--- src/rtl/uart_pkg.sv ---
// uart_pkg: shared UART receiver state encoding, legal prescale values and parity selectors
package uart_pkg;
    typedef enum logic [2:0] {
        IDLE   = 3'b000,
        START  = 3'b001,
        DATA   = 3'b011,
        PARITY = 3'b010,
        STOP   = 3'b110
    } rx_state_e;
    localparam int PRE_8  = 8;
    localparam int PRE_16 = 16;
    localparam int PRE_32 = 32;
    localparam logic PAR_EVEN = 1'b0;
    localparam logic PAR_ODD  = 1'b1;
    function automatic int norm_pre(input int p);
        return (p == PRE_16 || p == PRE_32) ? p : PRE_8;
    endfunction
endpackage

--- src/rtl/uart_rx_sampler.sv ---
// uart_rx_sampler: bit-period edge counter and mid-bit sampler; UART_RX_MAJORITY_EN enables 2-of-3 voting
module uart_rx_sampler #(
    parameter int Pre_W = 6
) (
    input  logic             CLK,
    input  logic             RST,
    input  logic             active,
    input  logic [Pre_W-1:0] pre,
    input  logic             rx_in,
    output logic             sampled_bit,
    output logic             bit_done
);
    localparam logic [Pre_W-1:0] ONE = Pre_W'(1);
    logic [Pre_W-1:0] edge_cnt_q, edge_cnt_d, half;
    logic mid_q, mid_d, bit_q, bit_d, vote;
    assign half        = pre >> 1;
    assign bit_done    = active && edge_cnt_q == pre - ONE;
    assign sampled_bit = bit_q;
`ifdef UART_RX_MAJORITY_EN
    logic early_q, early_d;
    assign early_d = edge_cnt_q == half - ONE ? rx_in : early_q;
    assign vote    = (early_q & mid_q) | (early_q & rx_in) | (mid_q & rx_in);
    always_ff @(posedge CLK) begin
        if (RST) early_q <= 1'b0;
        else     early_q <= early_d;
    end
`else
    assign vote = mid_q;
`endif
    // The voted bit is registered one cycle after the centre so both builds share the same timing
    always_comb begin
        edge_cnt_d = (!active || bit_done) ? '0 : edge_cnt_q + ONE;
        mid_d      = edge_cnt_q == half ? rx_in : mid_q;
        bit_d      = edge_cnt_q == half + ONE ? vote : bit_q;
    end
    always_ff @(posedge CLK) begin
        if (RST) begin
            edge_cnt_q <= '0;
            mid_q      <= 1'b0;
            bit_q      <= 1'b0;
        end else begin
            edge_cnt_q <= edge_cnt_d;
            mid_q      <= mid_d;
            bit_q      <= bit_d;
        end
    end
endmodule

--- src/rtl/uart_rx_frame.sv ---
// uart_rx_frame: UART receive frame FSM (start/data/parity/stop); define UART_RX_MAJORITY_EN for 2-of-3 sampling
module uart_rx_frame
    import uart_pkg::*;
#(
    parameter int D_Width = 8,
    parameter int Pre_W   = 6
) (
    input  logic               CLK,
    input  logic               RST,
    input  logic               RX_IN,
    input  logic [Pre_W-1:0]   Prescale,
    input  logic               PAR_EN,
    input  logic               PAR_TYP,
    output logic [D_Width-1:0] P_DATA,
    output logic               Data_Valid,
    output logic               Parity_Error,
    output logic               Stop_Error
);
    localparam int BW = $clog2(D_Width + 1);
    rx_state_e state_q, state_d;
    logic [Pre_W-1:0] pre_q, pre_d;
    logic par_en_q, par_en_d, par_typ_q, par_typ_d;
    logic [BW-1:0] bit_cnt_q, bit_cnt_d;
    logic [D_Width-1:0] shreg_q, shreg_d, p_data_q, p_data_d;
    logic par_err_q, par_err_d, dv_q, dv_d, pe_q, pe_d, se_q, se_d;
    logic active, sampled, bit_done, idle_start, last_bit, stop_end;
    assign active = state_q != IDLE;
    uart_rx_sampler #(.Pre_W(Pre_W)) u_sampler (
        .CLK         (CLK),
        .RST         (RST),
        .active      (active),
        .pre         (pre_q),
        .rx_in       (RX_IN),
        .sampled_bit (sampled),
        .bit_done    (bit_done)
    );
    always_ff @(posedge CLK) begin
        if (RST) state_q <= IDLE;
        else     state_q <= state_d;
    end
    always_comb begin
        state_d  = state_q;
        last_bit = bit_cnt_q == BW'(D_Width - 1);
        case (state_q)
            IDLE:    state_d = !RX_IN ? START : IDLE;
            START:   if (bit_done) state_d = sampled ? IDLE : DATA;
            DATA:    if (bit_done && last_bit) state_d = par_en_q ? PARITY : STOP;
            PARITY:  if (bit_done) state_d = STOP;
            STOP:    if (bit_done) state_d = IDLE;
            default: state_d = IDLE;
        endcase
    end
    // Frame configuration is frozen at the start edge so mid-frame input changes cannot corrupt timing
    always_comb begin
        idle_start = state_q == IDLE && !RX_IN;
        pre_d      = idle_start ? Pre_W'(norm_pre(32'(Prescale))) : pre_q;
        par_en_d   = idle_start ? PAR_EN : par_en_q;
        par_typ_d  = idle_start ? PAR_TYP : par_typ_q;
        bit_cnt_d  = state_q != DATA ? '0 : bit_done ? bit_cnt_q + BW'(1) : bit_cnt_q;
        shreg_d    = (state_q == DATA && bit_done) ? {sampled, shreg_q[D_Width-1:1]} : shreg_q;
        par_err_d  = state_q == IDLE ? 1'b0
                   : (state_q == PARITY && bit_done) ? sampled != (^shreg_q ^ (par_typ_q == PAR_ODD))
                   : par_err_q;
        stop_end   = state_q == STOP && bit_done;
        dv_d       = stop_end && sampled && !par_err_q;
        pe_d       = stop_end && par_err_q;
        se_d       = stop_end && !sampled;
        p_data_d   = dv_d ? shreg_q : p_data_q;
    end
    always_ff @(posedge CLK) begin
        if (RST) begin
            pre_q     <= Pre_W'(PRE_8);
            par_en_q  <= 1'b0;
            par_typ_q <= PAR_EVEN;
            bit_cnt_q <= '0;
            shreg_q   <= '0;
            par_err_q <= 1'b0;
            p_data_q  <= '0;
            dv_q      <= 1'b0;
            pe_q      <= 1'b0;
            se_q      <= 1'b0;
        end else begin
            pre_q     <= pre_d;
            par_en_q  <= par_en_d;
            par_typ_q <= par_typ_d;
            bit_cnt_q <= bit_cnt_d;
            shreg_q   <= shreg_d;
            par_err_q <= par_err_d;
            p_data_q  <= p_data_d;
            dv_q      <= dv_d;
            pe_q      <= pe_d;
            se_q      <= se_d;
        end
    end
    assign P_DATA       = p_data_q;
    assign Data_Valid   = dv_q;
    assign Parity_Error = pe_q;
    assign Stop_Error   = se_q;
endmodule

--- config.mk ---
export PLATFORM = sky130hd
export DESIGN_NAME = uart_rx_frame
export DESIGN_NICKNAME = d
export VERILOG_FILES = /design/src/rtl/uart_pkg.sv /design/src/rtl/uart_rx_sampler.sv /design/src/rtl/uart_rx_frame.sv
export SDC_FILE = /design/constraint.sdc
export NUM_CORES = 1
export LEC_CHECK = 0
export BUFFER_PORTS_ARGS = -buffer_cell sky130_fd_sc_hd__buf_4
export CAP_MARGIN = 20
export CORE_MARGIN = 2
export CORE_UTILIZATION = 40
export DETAILED_ROUTE_END_ITERATION = 7
export GPL_ROUTABILITY_DRIVEN = 0
export PLACE_DENSITY = 0.68
export SYNTH_ARGS = -nofsm -noshare
export SYNTH_HDL_FRONTEND = slang
export SYNTH_HIERARCHICAL = 1
export SYNTH_SLANG_ARGS = --single-unit
--- constraint.sdc ---
create_clock -name CLK -period 4.7 [get_ports CLK]
set_clock_uncertainty 0.1 [all_clocks]
set_input_delay 0.47 -clock CLK [delete_from_list [all_inputs] [get_ports CLK]]
set_output_delay 0.47 -clock CLK [all_outputs]
set_load 0.02 [all_outputs]
After elaboration in Yosys (flattened, before gate mapping)
Cells that the tools add are included.

cells by class
  add/subtract/negate cells = 4
  multiply operators = 0
  div/mod/pow operators = 0
  $lt $le $gt $ge = 0
  equality and inequality tests = 16
  shift operators = 0
  muxes and demuxes = 9
  bitwise gates (word level) = 1
  reduce and logical (&&, ||, !) cells = 23

operators with widths
  operator                                          number
  two-way mux 3 bit                                 5
  case mux 3 bit (5 select lines)                   1
  == test 6 bit                                     2
  == test 6 bit, second input constant              2
  logical AND 1 bit                                 10
  != test 2 bit, second input constant              4
  parity 8 bit                                      1
  adder 5 x 1 -> 6 bit, second input constant       1
  adder 6 x 1 -> 6 bit, second input constant       1
  == test 3 x 2 -> 1 bit, second input constant     2
  == test 6 x 5 -> 1 bit                            1
  two-way mux 6 bit                                 1
  OR reduction 2 bit                                3
  subtractor 6 x 1 -> 6 bit, second input constant  1
  adder 4 x 1 -> 4 bit, second input constant       1
  == test 4 x 3 -> 1 bit, second input constant     1
  logical NOT 1 bit                                 4
  AND reduction 4 bit                               1
  == test 3 x 1 -> 1 bit, second input constant     1
  == test 3 bit, second input constant              1
  logical NOT 3 bit                                 1
  != test 3 x 2 -> 1 bit, second input constant     1
  nonzero test 3 bit                                1
  logical OR 1 bit                                  2
  4 further kinds                                   4

storage, ports and cells
  register bits after elaboration = 43
  bits in latches = 0
  memory bits (writable) = 0
  bits in read-only memories = 0
  output and inout port bits = 11
  logic and storage cells = 67
  memories kept = 0

Logic depth before layout (Yosys ltp)
Gate-level depths: netlist (run 1).

  depth in word-level cells = 6
  gate-level depth with buffers = 12

Hierarchy
The synthesis (run 1) kept the hierarchy.

by module, submodules not included
  module           times used  cells each  area each (µm²)  seq. area each (µm²)
  uart_rx_frame    1           156         1452.6           700.7
  uart_rx_sampler  1           79          665.6            160.2

Worst setup path after synthesis (run 1)
Ideal clock, no wire load.

  kind = reg-to-reg
  from = register pre_q[2]
  to = register state_q[0]
  arrival = 2.246 ns
  data required time = 4.469 ns
  slack = 2.223 ns
  stages on the path, launching flop included = 13
  path through = dfxtp_1 -> inv_1 -> ha_1 -> nor4b_1 -> xnor2_1 -> nand4_1 -> a21oi_4 -> and2_1 -> clkbuf_1 -> o21ai_0 -> a21oi_1 -> o22a_1 -> nor3_1

between the ends
  word-level cells in the longest chain between the ends = 6
  elaborated cells on any way between the ends = 9
  those cells by class = 1 x add/sub; 5 x eq/ne; 3 x reduce/logical

RTL lines
  element                                   line                   RTL
  start, declared                           uart_rx_frame.sv:21    logic [Pre_W-1:0] pre_q, pre_d;
  start signal, assigned                    uart_rx_frame.sv:72    pre_q <= Pre_W'(PRE_8);
  start signal, assigned                    uart_rx_frame.sv:83    pre_q <= pre_d;
  subtractor 6 x 1 -> 6 bit (*)             uart_rx_sampler.sv:17  assign bit_done = active && edge_cnt_q == pre - ONE;
  == test 6 bit (*)                         uart_rx_sampler.sv:17
  logical AND 1 bit (*)                     uart_rx_sampler.sv:17
  via bit_done                              uart_rx_frame.sv:26    logic active, sampled, bit_done, idle_start, last_bit, stop_end;
  logical AND 1 bit                         uart_rx_frame.sv:47    DATA: if (bit_done && last_bit) state_d = par_en_q ? PARITY : STOP;
  != test 2 bit (no source line)            n/a
  AND reduction 4 bit (no source line) (*)  n/a
  end signal, assigned                      uart_rx_frame.sv:39    else state_q <= state_d;
  end, declared                             uart_rx_frame.sv:20    rx_state_e state_q, state_d;

Mark *: on every way through the listed nets, which the timed path passes. The rest lies on a longest branch.
A chain may end at the register's enable or synchronous reset.

Worst setup path in the final report (run 1)
  from = register pre_q[2]
  to = register p_data_q[4] (netlist: P_DATA[4])

between the ends
  word-level cells in the longest chain between the ends = 6

RTL lines
  element                         line                   RTL
  subtractor 6 x 1 -> 6 bit       uart_rx_sampler.sv:17
  == test 6 bit                   uart_rx_sampler.sv:17
  logical AND 1 bit               uart_rx_sampler.sv:17
  via bit_done                    uart_rx_frame.sv:26
  logical AND 1 bit               uart_rx_frame.sv:64    stop_end = state_q == STOP && bit_done;
  logical AND 1 bit (2 in a row)  uart_rx_frame.sv:65    dv_d = stop_end && sampled && !par_err_q;
  end signal, assigned            uart_rx_frame.sv:89    p_data_q <= p_data_d;
  end, declared                   uart_rx_frame.sv:24    logic [D_Width-1:0] shreg_q, shreg_d, p_data_q, p_data_d;

The timed path passes the listed nets, and every way through them passes these cells.

==> results of run 1 <==
[layer usage]
metal	vias up	track usage (%)	wire, µm	share of wire (%)
met4	0	5.636	72	1.8
met1	747	16.05	1788	46
met2	24	24.56	1927	49
li1	829	-	-	-
met5	-	0	0	0
met3	8	3.176	118	3.0
[cell usage in the layout (no fill, tap or decap), drive strengths merged]
cell,count
nor2,24
nor4,3
and3b,1
o311a,1
xor2,13
clkbuf,6
xnor3,1
o21ai,5
and2,4
or2b,1
o22a,1
nor2b,1
nor4b,1
mux2i,13
nand4b,3
nand4bb,1
a2111oi,1
and3,1
or4,1
o211ai,1
nand2b,4
nor3,14
or2,2
o221ai,1
nand3b,2
a31oi,1
a21oi,17
xnor2,19
nand4,3
inv,8
nand3,4
clkinv,1
ha,5
nor3b,3
nand2,21
buf,21
dfxtp,43
[critical path, cell delays in order, from the launching register on]
cell      delay (ns)
dfxtp_1         0.40
inv_1           0.13
ha_1            0.16
nor4b_1         0.29
xnor2_1         0.16
nand4_1         0.13
a21oi_4         0.22
and2_1          0.44
nand4b_1        0.31
nor2_4          0.36
mux2i_1         0.23
nor2_1          0.06
[worst min-delay path by stage]
stage                    startpoint                    end
floorplan                  pre_q[4]               pre_q[4]
global placement    u_sampler/mid_q  u_sampler/sampled_bit
detailed placement  u_sampler/mid_q  u_sampler/sampled_bit
CTS                          PAR_EN               par_en_q
global route                PAR_TYP              par_typ_q
finish                       PAR_EN               par_en_q
[stage by stage]
| step | hold WS [ns] | area, µm² |
|---|---|---|
| after floorplan | 0.3462 | 2118 |
| after global placement | 0.3751 | 2311 |
| after detailed placement | 0.3766 | 2311 |
| after CTS | 0.3085 | 2407 |
| after global routing | 0.3311 | 2407 |
| final | 0.3148 | 2407 |
[logic make-up (layout without fill, tap and decap cells)]
family / Yosys count / after routing / share of synthesized area, %
compound gates: 28 / 28 / 8.388
simple gates: 94 / 94 / 23.86
buf+inv: 19 / 36 / 3.721
xor+xnor: 33 / 33 / 14.29
mux: 13 / 13 / 6.143
fa+ha+maj: 5 / 5 / 2.953
flops: 43 / 43 / 40.64
[power by group through the flow]
stage	combinational (mW)	clock, mW	sequential [mW]
after floorplan	0.0288	0	0.380
after detailed placement	0.0380	0	0.384
final	0.0379	0.246	0.375
after CTS	0.0382	0.255	0.375
after global routing	0.0421	0.266	0.376
after global placement	0.0380	0	0.384
[flip-flops by register name, summed over array words and instances, names as in the netlist]
register / cells
u_sampler/sampled_bit: 1
Data_Valid: 1
P_DATA: 8
par_err_q: 1
shreg_q: 8
u_sampler/edge_cnt_q: 6
par_en_q: 1
par_typ_q: 1
bit_cnt_q: 4
state_q: 3
Parity_Error: 1
Stop_Error: 1
u_sampler/mid_q: 1
pre_q: 6
[layout make-up]
cell class                      count  area, µm²
Fill cell                         508       2700
Clock inverter                      2      13.76
Sequential cell                    43      860.8
Timing Repair Buffer               21      157.7
Tap cell                           70      87.58
Clock buffer                        6      82.58
Inverter                            7      26.28
Multi-Input combinational cell    173       1179
==> impl_metrics.toml, run 1 <==
[floorplan]
core_um2 = 5107
rows = 26
dieHeight_um = 76.77
die_w_um = 76.77
pin_count = 22
die_area_um2 = 5894
start_util_pct = 41.47

[synth]
ys_warn_count = 6
syn_inst = 235
synthFlopType = "dfxtp_1"
ys_ff_latch = 43
yosysMostFrequentCell = "dfxtp_1"
synth-edff-count = 0
synth_fp_nets = 251
synthArstFlopShare_pct = 0
syn_area_per_cell_um2 = 9.014
syn_area_um2 = 2118
yosysTopAreaCellShare_pct = 40.64
yosysUniqueCellTypes = 41
yosysSeqAreaShare_pct = 40.64
yosys-top-cells-count = "dfxtp_1 (43), nor2_1 (23), nand2_1 (21)"
synth_largest_area_cell = "dfxtp_1"
synthTopCellsByArea = "dfxtp_1 (41%), xnor2_1 (7.9%), mux2i_1 (6.1%)"

[clocking]
clock_sinks = 43
cts-root-buf = "clkbuf_8"
clk_path_buf_depth = 2
cts_tree = "built"
postCtsSetupRepairBufs = 0
cts_resized = 0
cts-htree-levels = 2
cts_buffers = 5
cts.reportedPaths.clkPinSlew_ns = 0.08
clkLatencyLatePin_ns = 0.29
postCtsHoldBufs = 0

[detailed_routing]
ant_nets = 0
num_vias = 1608
dr.first_iter.drc_count = 76
drc_errors = 0
viasPerCell = 4.994
firstDrtPassIters = 4
wl_um = 3906
wl_per_cell_um = 12.13

[sta]
fmax_ghz = 0.3246
finalHoldViolCount = 0
setup_viol_count_final = 0
tns_ns = 0
fin_crit_sh_pct = 65.55
worst_pin_slew_ns = 0.5600
fin_crit_ns = 3.081
worst_slack_ns = 1.619
max-slew-margin-rel_pct = 62.53
drv_slew = 0
grt_setup_unrepaired = "no"

[setup_path]
critical_path_required_ns = 4.77
r2r_cells = 11
crit_type = "flop to flop"
crit_arrival_ns = 3.15
worstReg2RegStart = "pre_q[2]"
critPathCapture = "P_DATA[4]"
r2r_slack_ns = 1.62
critPathCaptureType = "flop"
startpoint_type = "flop"
r2r_end = "P_DATA[4]"
path_max_fanout = 12
crit_start = "pre_q[2]"

[global_route]
grt_first_pass_wirelength_um = 6768
grt-ovfl-total = 0
grt_max_degree = 35
grt_pass1_vias = 1555
groute.usage.overall_pct = 13.87
antenna_found_initial = 0

[power_and_ir_drop]
power.internal_mw = 0.5068
comb_power_share_pct = 5.7
finalPower_mw = 0.6586
power_density_nw_per_um2 = 273.6
pwr-share-seq_pct = 56.9
irDropWorstVdd_uv = 203.7
p_sw_mw = 0.1518
swShare_pct = 23.05
p_leak_nw = 0.8426
clkPwrFrac_pct = 37.3

[final_layout]
nNetsFinal = 267
instances_no_fill = 322
drive_above_1_share_pct = 14.29
post-route-util_pct = 47.13
area_delta_synth_final_pct = 13.64
diodes = 0

[run]
drv_cap = 0

[placement]
dp_slack_ns = 1.627
io_buffers = 21
place_hpwl_um = 2818
dp.cells = 314

[run_status]
status = "complete, no violations"

[min_path]
worstHoldPathCells = 3
hold_class = "input pin to flop"
No activity file was read; power rests on OpenSTA's default activity.
==> run 2: changes to the inputs <==
--- a/config.mk
+++ b/config.mk
@@ -11,7 +11,7 @@
 export CORE_UTILIZATION = 40
 export DETAILED_ROUTE_END_ITERATION = 7
 export GPL_ROUTABILITY_DRIVEN = 0
-export PLACE_DENSITY = 0.68
+export PLACE_DENSITY = 0.7
 export SYNTH_ARGS = -nofsm -noshare
 export SYNTH_HDL_FRONTEND = slang
 export SYNTH_HIERARCHICAL = 1
==> constraint.sdc (replaced) <==
create_clock -name CLK -period 2.55 [get_ports CLK]
set_clock_uncertainty 0.1 [all_clocks]
set_input_delay 0.255 -clock CLK [delete_from_list [all_inputs] [get_ports CLK]]
set_output_delay 0.255 -clock CLK [all_outputs]
set_load 0.02 [all_outputs]
==> run 2 against run 1 <==
Against the previous run:
- clock-buffer cell count down 1
- register-to-register slack worse by 1.4 ns
- sequential power is 84% higher
- sequential cell count unchanged
- critical path depth rose by 1
- clock power is 120% higher
- final cell count grew 3.1%
- via count is 3.1% higher
- hold slack worse by 0.22 ns
- global-route usage is 0.45 points higher
- setup slack worse by 1.4 ns
- non-clock buffer count grew 10
- largest power group unchanged
- highest routed layer unchanged
==> impl_metrics.toml, run 2 (synthesis results as in run 1) <==
[run_status]
status = "complete, no violations"

[setup_path]
critPathCapture = "P_DATA[5]"
crit_arrival_ns = 2.46
critical_path_required_ns = 2.64
worstReg2RegStart = "pre_q[2]"
critPathCaptureType = "flop"
startpoint_type = "flop"
r2r_slack_ns = 0.18
r2r_end = "P_DATA[5]"
crit_start = "pre_q[2]"
path_max_fanout = 8
r2r_cells = 12
crit_type = "flop to flop"

[clocking]
cts.reportedPaths.clkPinSlew_ns = 0.09
cts_buffers = 5
postCtsHoldBufs = 0
cts_tree = "built"
cts-root-buf = "clkbuf_8"
clk_path_buf_depth = 2
clkLatencyLatePin_ns = 0.31
cts-htree-levels = 2
clock_sinks = 43

[min_path]
hold_class = "input pin to flop"

[floorplan]
rows = 26
core_um2 = 5107
pin_count = 22
die_w_um = 76.77
dieHeight_um = 76.77
start_util_pct = 41.47
die_area_um2 = 5894

[sta]
finalHoldViolCount = 0
worst_slack_ns = 0.1798
worst_pin_slew_ns = 0.4882
setup_viol_count_final = 0
max-slew-margin-rel_pct = 67.21
tns_ns = 0
fin_crit_ns = 2.370
drv_slew = 0
fin_crit_sh_pct = 92.95
fmax_ghz = 0.4219

[global_route]
grt_first_pass_wirelength_um = 6817
grt-ovfl-total = 0
groute.usage.overall_pct = 14.32
grt_pass1_vias = 1536
grt_max_degree = 35
antenna_found_initial = 0

[final_layout]
mostFrequentLayoutCells = "dfxtp_1 (42), buf_4 (30), nor2_1 (23)"
area_delta_synth_final_pct = 19.55
diodes = 0
final_common_cell = "dfxtp_1"
nNetsFinal = 277
drive_above_1_share_pct = 18.70

[detailed_routing]
drc_errors = 0
num_vias = 1658
met3_length_um = 132
highest_layer = "met4"
wl_per_cell_um = 11.95
met1_length_um = 1790
ant_nets = 0
wl_um = 3968
viasPerCell = 4.994
dr_wl_met2_um = 1966
dr.first_iter.drc_count = 81
firstDrtPassIters = 4

[placement]
place_hpwl_um = 2873
dp_slack_ns = 0.05095
io_buffers = 21

[power_and_ir_drop]
power_density_nw_per_um2 = 519.3
irDropWorstVdd_uv = 443.4
p_leak_nw = 0.9132
power.internal_mw = 1.009
comb_power_share_pct = 5.4
clkPwrFrac_pct = 42.1
p_sw_mw = 0.3064
swShare_pct = 23.30
pwr-share-seq_pct = 52.6

[run]
drv_cap = 0
## run 2: critical path, stage by stage, from the launching register on
cell and delay [ns]:
dfxtp_1 0.32, inv_1 0.08, ha_1 0.18, nor4b_4 0.22
xnor2_1 0.15, nand4_1 0.15, a21oi_4 0.16, and2_4 0.17
nand4b_1 0.17, nor2_4 0.17, buf_12 0.14, mux2i_1 0.18
nor2_1 0.05
## run 2: worst min-delay path by stage
stage               startpoint                    end  slack [ns]  depth (start not counted)
2_1_floorplan              RST        u_sampler/mid_q        0.23                          1
3_3_place_gp        shreg_q[0]             shreg_q[0]        0.37                          2
3_5_place_dp   u_sampler/mid_q  u_sampler/sampled_bit        0.37                          2
4_1_cts                 PAR_EN               par_en_q        0.08                          3
5_1_grt                 PAR_EN               par_en_q        0.11                          3
6_report                PAR_EN               par_en_q        0.09                          3
## run 2: power groups by stage
stage	sequential, mW	combinational, mW	clock (mW)
after floorplan	0.700	0.0531	0
after global placement	0.707	0.0698	0
after detailed placement	0.707	0.0706	0
after CTS	0.691	0.0709	0.564
after global routing	0.693	0.0789	0.590
final	0.691	0.0707	0.553
## run 2: routing by layer
layer / track usage (%) / up-vias
li1: - / 850
met1: 17.07 / 775
met2: 23.68 / 26
met3: 3.176 / 7
met4: 8.182 / 0
met5: 0 / -
## run 2: through the flow
step	area, µm²	hold WS (ns)	instances	total power [mW]	utilization (%)
4_1_cts	2494	0.08068	331	1.326	48.82
5_1_grt	2532	0.1092	332	1.362	49.58
6_report	2532	0.09014	332	1.315	49.58
3_5_place_dp	2379	0.3737	323	0.7775	46.57
2_1_floorplan	2118	0.2274	235	0.7530	-
3_3_place_gp	2379	0.3731	323	0.7765	46.57
## run 2: area by class of cell
| class | count | area (µm²) |
|---|---|---|
| clock buffers | 5 | 68.82 |
| clock inverters | 3 | 46.29 |
| fillers | 502 | 2575 |
| inverters | 7 | 26.28 |
| multi-input cells | 173 | 1196 |
| flip-flops and latches | 43 | 862.1 |
| well taps | 70 | 87.58 |
| repair buffers | 31 | 245.2 |
## run 2: timing repair
| action | CTS | global route |
|---|---|---|
| resized for setup | 0 | 4 |
| buffers inserted | 0 | 1 |
| endpoints found under the setup margin | 0 | 8 |
| hold endpoints to repair | 0 | 0 |
==> run 3: changes to the inputs <==
--- a/config.mk
+++ b/config.mk
@@ -5,13 +5,13 @@
 export SDC_FILE = /design/constraint.sdc
 export NUM_CORES = 1
 export LEC_CHECK = 0
-export BUFFER_PORTS_ARGS = -buffer_cell sky130_fd_sc_hd__buf_4
 export CAP_MARGIN = 20
 export CORE_MARGIN = 2
 export CORE_UTILIZATION = 40
 export DETAILED_ROUTE_END_ITERATION = 7
+export DONT_BUFFER_PORTS = 1
 export GPL_ROUTABILITY_DRIVEN = 0
-export PLACE_DENSITY = 0.7
+export PLACE_DENSITY = 0.64
 export SYNTH_ARGS = -nofsm -noshare
 export SYNTH_HDL_FRONTEND = slang
 export SYNTH_HIERARCHICAL = 1
==> constraint.sdc (replaced) <==
create_clock -name CLK -period 2.9 [get_ports CLK]
set_clock_uncertainty 0.1 [all_clocks]
set_input_delay 0.29 -clock CLK [delete_from_list [all_inputs] [get_ports CLK]]
set_output_delay 0.29 -clock CLK [all_outputs]
set_load 0.02 [all_outputs]
==> run 3 against run 2 <==
Against the previous run:
- power is 14% lower
- fmax is 9.2% lower
- clock power is 16% lower
- die area stayed put
- non-clock buffer count is 25 lower
- critical path depth stayed put
- sequential share of layout area is 2.7 points higher
- final cell count is 7.5% lower
- routed wire length is 0.35% lower
- utilization is 3.7 points lower
- global-route usage is 0.14 points lower
==> impl_metrics.toml, run 3 (synthesis results as in run 1) <==
[run_status]
status = "complete, no violations"

[setup_path]
r2r_slack_ns = 0.29
critPathCaptureType = "flop"
r2r_end = "shreg_q[5]"
critical_path_required_ns = 2.99
crit_start = "pre_q[2]"
startpoint_type = "flop"
r2r_cells = 12
crit_type = "flop to flop"
worstReg2RegStart = "pre_q[2]"
crit_arrival_ns = 2.70
path_max_fanout = 11

[final_layout]
mostFrequentLayoutCells = "dfxtp_1 (43), nor2_1 (23), nand2_1 (21)"
multiInputGateArea_um2 = 1179
area_delta_synth_final_pct = 10.75
nNetsFinal = 252
drive_above_1_share_pct = 8.439
finish.instance_area_um2 = 2346
final_common_cell = "dfxtp_1"
post-route-util_pct = 45.93
diodes = 0
regArea_um2 = 860.8
instances_no_fill = 307
fill_cells = 495

[power_and_ir_drop]
power_density_nw_per_um2 = 479.6
irDropWorstVdd_uv = 313.2
finalPower_mw = 1.125
p_leak_nw = 0.7824

[sta]
tns_ns = 0
fin_crit_sh_pct = 90.01
grt_setup_unrepaired = "no"
worst_slack_ns = 0.2897
drv_slew = 0
finalHoldViolCount = 0
fmax_ghz = 0.3831
fin_crit_ns = 2.610
setup_viol_count_final = 0
worst_pin_slew_ns = 0.5858
max-slew-margin-rel_pct = 60.58
fin_hold_ws_ns = 0.05004

[floorplan]
rows = 26
die_area_um2 = 5894
die_w_um = 76.77
pin_count = 22
core_um2 = 5107
start_util_pct = 41.47
dieHeight_um = 76.77

[placement]
dp.cells = 296
io_buffers = 0
dp_slack_ns = 0.2627
place_hpwl_um = 2741
place_area_um2 = 2176

[global_route]
grt_pass1_vias = 1507
use_met2_pct = 24.74
grt_use_met3_pct = 2.824
antenna_found_initial = 0
grt_max_degree = 30
groute.usage.overall_pct = 14.18
top_usage_layer = "met2"
grt-ovfl-total = 0
grt_first_pass_wirelength_um = 6858
grt_use_met1_pct = 17.77

[clocking]
cts_tree = "built"
cts.reportedPaths.clkPinSlew_ns = 0.08
cts-root-buf = "clkbuf_8"
clkLatencyLatePin_ns = 0.29
clk_path_buf_depth = 2
cts_resized = 0
cts_buffers = 5
cts-htree-levels = 2
clock_sinks = 43

[detailed_routing]
firstDrtPassIters = 4
viasPerCell = 4.980
drc_errors = 0
wl_per_cell_um = 12.88
num_vias = 1529
wl_um = 3954
dr.first_iter.drc_count = 60
ant_nets = 0

[min_path]
worstHoldPathCells = 2
hold_end = "par_typ_q"
hold_class = "input pin to flop"
hp-start = "PAR_TYP"

[run]
drv_cap = 0
[run 3: cell count changes in the layout (fill, tap and decap cells not counted)]
cell / previous run / this run
and2_1: 3 / 4
nor4b_1: 0 / 1
buf_16: 0 / 1
clkinv_4: 0 / 1
and2_4: 1 / 0
clkinv_2: 0 / 1
buf_4: 30 / 3
dfxtp_2: 1 / 0
dlygate4sd3_1: 0 / 1
inv_6: 1 / 0
clkinvlp_4: 1 / 0
dfxtp_1: 42 / 43
nor4b_4: 1 / 0
[run 3: report_power, final]
| group | leakage [nW] | internal, mW | switching (mW) |
|---|---|---|---|
| combinational | 0.377 | 0.0268 | 0.0284 |
| sequential | 0.347 | 0.596 | 0.0118 |
| clock | 0.0581 | 0.256 | 0.205 |
[run 3: repair_timing]
item                       CTS  global route
setup endpoints to repair    0             2
hold buffers                 1             0
hold endpoints to repair    29             0
buffers inserted             0             1
[run 3: routing by layer]
| metal | vias up | part of all wire [%] |
|---|---|---|
| met3 | 5 | 2.6 |
| met1 | 712 | 48 |
| met5 | - | 0 |
| met4 | 0 | 0.73 |
| li1 | 797 | - |
| met2 | 15 | 49 |
[run 3: worst max-delay path by stage]
stage,to,slack (ns),depth (start not counted)
final,shreg_q[5],0.29,12
after CTS,P_DATA[4],0.20,11
after global placement,P_DATA[6],0.38,11
after detailed placement,P_DATA[4],0.26,11
after global routing,P_DATA[3],0.05,12
after floorplan,state_q[0],0.42,12
[run 3: cell type report]
| type | instances | area share, % |
|---|---|---|
| Clock buffer | 5 | 2.933 |
| Clock inverter | 3 | 1.867 |
| Inverter | 7 | 1.120 |
| Multi-Input combinational cell | 173 | 50.24 |
| Sequential cell | 43 | 36.69 |
| Tap cell | 70 | 3.733 |
| Timing Repair Buffer | 6 | 3.413 |
[run 3: worst max-delay path: stages (launching register included)]
cell and delay (ns):
dfxtp_1 0.40, inv_1 0.12, ha_1 0.15, nor4b_1 0.31, xnor2_1 0.17, nand4_1 0.15
a21oi_4 0.15, and2_1 0.16, buf_4 0.19, inv_1 0.08, or2_2 0.38, nand2_1 0.10
a21oi_1 0.06
